## config.mk

```make
export PLATFORM = sky130hd
export DESIGN_NAME = cache_fill_fsm
export DESIGN_NICKNAME = d
export VERILOG_FILES = /design/src/rtl/cache_pkg.sv /design/src/rtl/cache_word_counter.sv /design/src/rtl/cache_fill_fsm.sv
export SDC_FILE = /design/constraint.sdc
export NUM_CORES = 1
export LEC_CHECK = 0
export CAP_MARGIN = 30
export CORE_MARGIN = 8
export CORE_UTILIZATION = 46
export CTS_CLUSTER_DIAMETER = 200
export DETAILED_ROUTE_END_ITERATION = 10
export DONT_BUFFER_PORTS = 1
export PLACE_DENSITY = 0.66
export REMOVE_ABC_BUFFERS = 1
export SETUP_SLACK_MARGIN = 0.2
export SYNTH_ARGS = -nofsm -noshare
export SYNTH_HDL_FRONTEND = slang
export SYNTH_SLANG_ARGS = --single-unit
```

## constraint.sdc

```tcl
create_clock -name clk -period 4.1 [get_ports clk]
set_input_delay 0 -clock clk [delete_from_list [all_inputs] [get_ports clk]]
set_output_delay 0 -clock clk [all_outputs]
set_load 0.005 [all_outputs]
```

## src/rtl/cache_pkg.sv

```systemverilog
// Shared definitions for the cache miss-fill controller: the fill state
// encoding and the block geometry constants.
package cache_pkg;

  // Fill controller states.
  typedef enum logic [0:0] {
    IDLE = 1'b0,
    FILL = 1'b1
  } state_t;

  // Block geometry: 8 halfword entries form one 16-byte block.
  localparam int WORDS_PER_BLOCK = 8;
  localparam int BLOCK_BYTES     = 16;
  localparam int OFFSET_BITS     = 4;
  localparam int WORD_BYTES      = 2;

  // Word counters need one extra bit so they can reach WORDS_PER_BLOCK.
  localparam int CNT_W = $clog2(WORDS_PER_BLOCK) + 1;

endpackage

```

## src/rtl/cache_word_counter.sv

```systemverilog
// Saturating word counter used for both the request and the response side
// of a block fill. It counts enable pulses from 0 up to WORDS_PER_BLOCK and
// then holds, raising o_done.
module cache_word_counter
  import cache_pkg::*;
(
  input  logic             clk,
  input  logic             rst_n,
  input  logic             i_clr,
  input  logic             i_en,
  output logic [CNT_W-1:0] o_cnt,
  output logic             o_done
);

  logic [CNT_W-1:0] r_cnt;
  logic             w_done;

  assign w_done = (r_cnt == CNT_W'(WORDS_PER_BLOCK));

  // Clear has priority over counting; the count holds once a whole block is seen.
  always_ff @(posedge clk or negedge rst_n) begin
    if (!rst_n) begin
      r_cnt <= '0;
    end else if (i_clr) begin
      r_cnt <= '0;
    end else if (i_en && !w_done) begin
      r_cnt <= r_cnt + 1'b1;
    end
  end

  assign o_cnt  = r_cnt;
  assign o_done = w_done;

endmodule

```

## src/rtl/cache_fill_fsm.sv

```systemverilog
// Cache miss-fill controller. On a miss it latches the block base, issues
// one read per cycle for every word of the block, writes each returned word
// into the data array in arrival order and writes the tag together with the
// last word. The pipeline is stalled for the whole fill, including the miss
// cycle itself. Memory latency is never assumed: completion is counted only
// from returned valid pulses.
module cache_fill_fsm #(
  parameter int ADDR_W          = 16,
  parameter int DATA_W          = 16,
  parameter int WORDS_PER_BLOCK = 8,
  parameter int WORD_SEL_W      = 3
) (
  input  logic                  clk,
  input  logic                  rst_n,
  input  logic                  miss_detected,
  input  logic [ADDR_W-1:0]     miss_address,
  input  logic [DATA_W-1:0]     memory_data,
  input  logic                  memory_data_valid,
  output logic                  fsm_busy,
  output logic                  mem_en,
  output logic [ADDR_W-1:0]     memory_address,
  output logic                  write_data_array,
  output logic                  write_tag_array,
  output logic [WORD_SEL_W-1:0] word_sel,
  output logic [DATA_W-1:0]     fill_data,
  output logic [ADDR_W-1:0]     fill_block_addr
);

  import cache_pkg::*;

  localparam logic [0:0] ST_IDLE = IDLE;
  localparam logic [0:0] ST_FILL = FILL;
  localparam int         STRIDE_SHIFT = $clog2(WORD_BYTES);

  logic [0:0]        r_state;
  logic [ADDR_W-1:0] r_block_base;

  logic              w_in_fill;
  logic              w_start;
  logic              w_issue;
  logic              w_rx;
  logic              w_last;
  logic              w_issue_done;
  logic              w_recv_done;
  logic [CNT_W-1:0]  w_issue_cnt;
  logic [CNT_W-1:0]  w_recv_cnt;
  logic [ADDR_W-1:0] w_word_off;
  logic [ADDR_W-1:0] w_miss_base;

  // A miss is only accepted from IDLE; while reset is held nothing starts,
  // which also keeps the combinational stall low during reset.
  assign w_in_fill = (r_state == ST_FILL);
  assign w_start   = rst_n && (r_state == ST_IDLE) && miss_detected;

  // Requests go out back-to-back until every word of the block was asked for.
  assign w_issue   = w_in_fill && !w_issue_done;

  // Responses are accepted only during a fill; strays in IDLE are dropped.
  assign w_rx      = w_in_fill && memory_data_valid && !w_recv_done;
  assign w_last    = w_rx && (w_recv_cnt == CNT_W'(WORDS_PER_BLOCK - 1));

  // Block base: offset bits of the missing byte address cleared so the fill
  // always starts at word 0 of the block.
  assign w_miss_base = {miss_address[ADDR_W-1:OFFSET_BITS], {OFFSET_BITS{1'b0}}};

  // Byte offset of the current request inside the block.
  assign w_word_off  = ADDR_W'(w_issue_cnt) << STRIDE_SHIFT;

  cache_word_counter u_issue_cnt (
    .clk    (clk),
    .rst_n  (rst_n),
    .i_clr  (w_start),
    .i_en   (w_issue),
    .o_cnt  (w_issue_cnt),
    .o_done (w_issue_done)
  );

  cache_word_counter u_recv_cnt (
    .clk    (clk),
    .rst_n  (rst_n),
    .i_clr  (w_start),
    .i_en   (w_rx),
    .o_cnt  (w_recv_cnt),
    .o_done (w_recv_done)
  );

  // Fill state: enter on an accepted miss, leave right after the last word.
  always_ff @(posedge clk or negedge rst_n) begin
    if (!rst_n) begin
      r_state <= ST_IDLE;
    end else if (w_start) begin
      r_state <= ST_FILL;
    end else if (w_last) begin
      r_state <= ST_IDLE;
    end
  end

  // Latch the block base once per fill; misses during a fill do not re-latch.
  always_ff @(posedge clk or negedge rst_n) begin
    if (!rst_n) begin
      r_block_base <= '0;
    end else if (w_start) begin
      r_block_base <= w_miss_base;
    end
  end

  assign fsm_busy         = w_in_fill || w_start;
  assign mem_en           = w_issue;
  assign memory_address   = w_issue ? (r_block_base + w_word_off) : '0;
  assign write_data_array = w_rx;
  assign write_tag_array  = w_last;
  assign word_sel         = w_rx ? w_recv_cnt[WORD_SEL_W-1:0] : '0;
  assign fill_data        = rst_n ? memory_data : '0;
  assign fill_block_addr  = r_block_base;

endmodule

```

==> impl_metrics.toml <==
[outcome]
outcome = "finished clean"

[worst_hold_path]
worstHoldPathType = "in -> async"

[global_route]
grt_max_degree = 23
antenna_found_initial = 0
grt_pass1_wl_um = 5920
grt_overflow_total = 0
grt_pass1_vias = 1178
grt_usage_pct = 14.02

[setup_path]
path_max_fanout = 8
cp-startpoint = "u_issue_cnt.o_cnt[3]$_DFFE_PN0P_"
max_stage_delay_ns = 0.51
r2r_slack_ns = 2.20
critPathSlowestCell = "or4_1"
path_buf_inv = 0
critPathCaptureType = "output pin"
cp_top_family = "simple AND/OR/NAND/NOR gates"
cp_cell_sequence = "ha_1 -> nand4_2 -> or4_1 -> a21oi_1"
cp-start-kind = "register"
worstReg2RegStart = "r_state$_DFFE_PN0P_"
worstSetupPathType = "reg -> out"
arrival_ns = 1.93
cp_data_required_time_ns = 4.10

[power]
ir_drop_uv = 294.6
p_leak_nw = 0.7224
p_per_area_mw_per_mm2 = 635.4

[sta]
fin_crit_ns = 1.932
clock.fmax_ghz = 0.5177
skew_ns = 0.007584
relSlewSlack_pct = 45.10
finalSetupViolCount = 0
drv_slew = 0
fin_ws_ns = 2.168
tightest_slew_ns = 0.8211
hold-worst-slack_ns = 0.01518
hold_viol = 0
post-route-period-util_pct = 47.12
grt_setup_unrepaired = "no"
finalSetupTns_ns = 0

[cells_and_area]
nNetsFinal = 215
drive_above_1_share_pct = 6.395
area_growth_pct = 13.12
finalInstanceArea_mm2 = 0.001608
antenna_cells = 0
nFillCells = 281

[clock_tree]
cts_tree = "yes"
clk_latency_ns = 0.30
cts_sinks = 21
cts_resized = 0
clock-root-buffer = "clkbuf_4"
cts.path.max_buffers = 2
cts_buffers = 3
clk_pin_slew_ns = 0.13
cts_htree_levels = 1

[synthesis]
synth_area_leader_cell = "dfrtp_1"
synth-edff-count = 0
netlist_area_mm2 = 0.001421
synth.yosys.seq_area_share_pct = 36.97
synth.area.top_cells = "dfrtp_1 (37%), and2_1 (7.9%), mux2_1 (7.9%)"
synthTopCellsByCount = "dfrtp_1 (21), and2_1 (18), a21oi_1 (12)"
yosysTopAreaCellShare_pct = 36.97
synthCells = 158
ys_seq_elements = 21
synth_most_common_cell = "dfrtp_1"
synthDistinctLibCells = 32
ys.flop_type = "dfrtp_1"
yosysWarnings = 0
synth.avg_cell_area_um2 = 8.996
postSynth.asyncResetShare_pct = 100.0

[floorplanning]
fp.dieH_um = 71.59
initial_core_util_pct = 47.33
core_area_mm2 = 0.003003
dieArea_mm2 = 0.005124
die_w_um = 71.59
rows = 20
io-pin-count = 91

[detailed_routing]
routed_wl_um = 3622
via_per_inst = 5.629
vias = 1154
route.detailed.wl_per_inst_um = 17.67
drc = 0
antenna_left = 0
drt_iter0_drc = 20
firstDrtPassIters = 3

[place]
dp_hpwl_um = 2761
place_congestion = 0.7116
port_buffers = 0
place_ws_ns = 2.191
place_area_mm2 = 0.001419

[run]
cap_violations = 0
## cell usage in the layout (no fill, tap or decap), drive strengths merged, types with 3 or more instances in the layout
cell,n
nor2,9
or3,4
dfrtp,21
a21oi,12
ha,6
o31ai,4
nand3,8
nand4,4
clkbuf,3
nor3,3
dlygate4sd3,15
nand2,10
conb,5
o21ai,7
xor2,3
or4,4
inv,9
mux2,12
nand3b,3
and2,18
## final timing paths
kind,to,depth (start not counted)
worst max-delay path,memory_address[15],4
worst min-delay path,u_recv_cnt.o_cnt[0]$_DFFE_PN0P_,1
worst max register to register,fill_block_addr[7]$_DFFE_PN0P_,2
worst min register to register,u_recv_cnt.o_cnt[2]$_DFFE_PN0P_,1
max in group asynchronous,fill_block_addr[7]$_DFFE_PN0P_,2
min in group clk,u_recv_cnt.o_cnt[1]$_DFFE_PN0P_,3
## routing by layer
metal / GRT usage, % / vias up / share of wire (%) / routed length (µm)
li1: - / 566 / - / -
met1: 15.38 / 544 / 40 / 1443
met4: 5.669 / 0 / 0.77 / 28
met2: 23.78 / 40 / 50 / 1827
met5: 0 / - / 0 / 0
met3: 5.300 / 4 / 8.9 / 322
## logic make-up after synthesis
kind of cell,after synthesis,synth area share [%]
flip-flops,21,36.97
other,1,0.2638
AND/OR/NAND/NOR,67,27.11
XOR/XNOR,5,3.082
AO/OA/AOI/OAI,25,9.860
multiplexers,14,10.92
buffers and inverters,19,6.515
adder cells (fa/ha/maj),6,5.282
## flip-flops by register name (all words and copies together), names as in the netlist
register / flops
u_recv_cnt.o_cnt: 4
u_issue_cnt.o_cnt: 4
r_state: 1
fill_block_addr: 12
## stage by stage
stage	total power [mW]	util (%)	cells
floorplan	0.7882	-	152
global placement	0.8870	47.25	185
detailed placement	0.9105	47.25	185
CTS	1.029	53.17	204
global route	1.139	53.54	205
finish	1.022	53.54	205
## power breakdown
group / total (mW) / internal (mW) / switching [mW]
sequential: 0.465 / 0.307 / 0.158
combinational: 0.455 / 0.197 / 0.258
clock: 0.101 / 0.0364 / 0.0651
total: 1.02 / 0.540 / 0.482
## cell type report
type                    count  area [µm²]  area share [%]
clock buffers               3       22.52           1.401
clock inverters             1       5.005          0.3113
inverters                   9       33.78           2.101
multi-input cells         122       818.3           50.90
flip-flops and latches     21       525.5           32.68
well taps                  33       41.29           2.568
repair buffers             16       161.4           10.04
## timing repair
action / 4_1_cts / 5_1_grt
hold buffers: 15 / 0
hold endpoints to repair: 35 / 0
buffers inserted: 0 / 0
(Power assumes the default switching activity.)
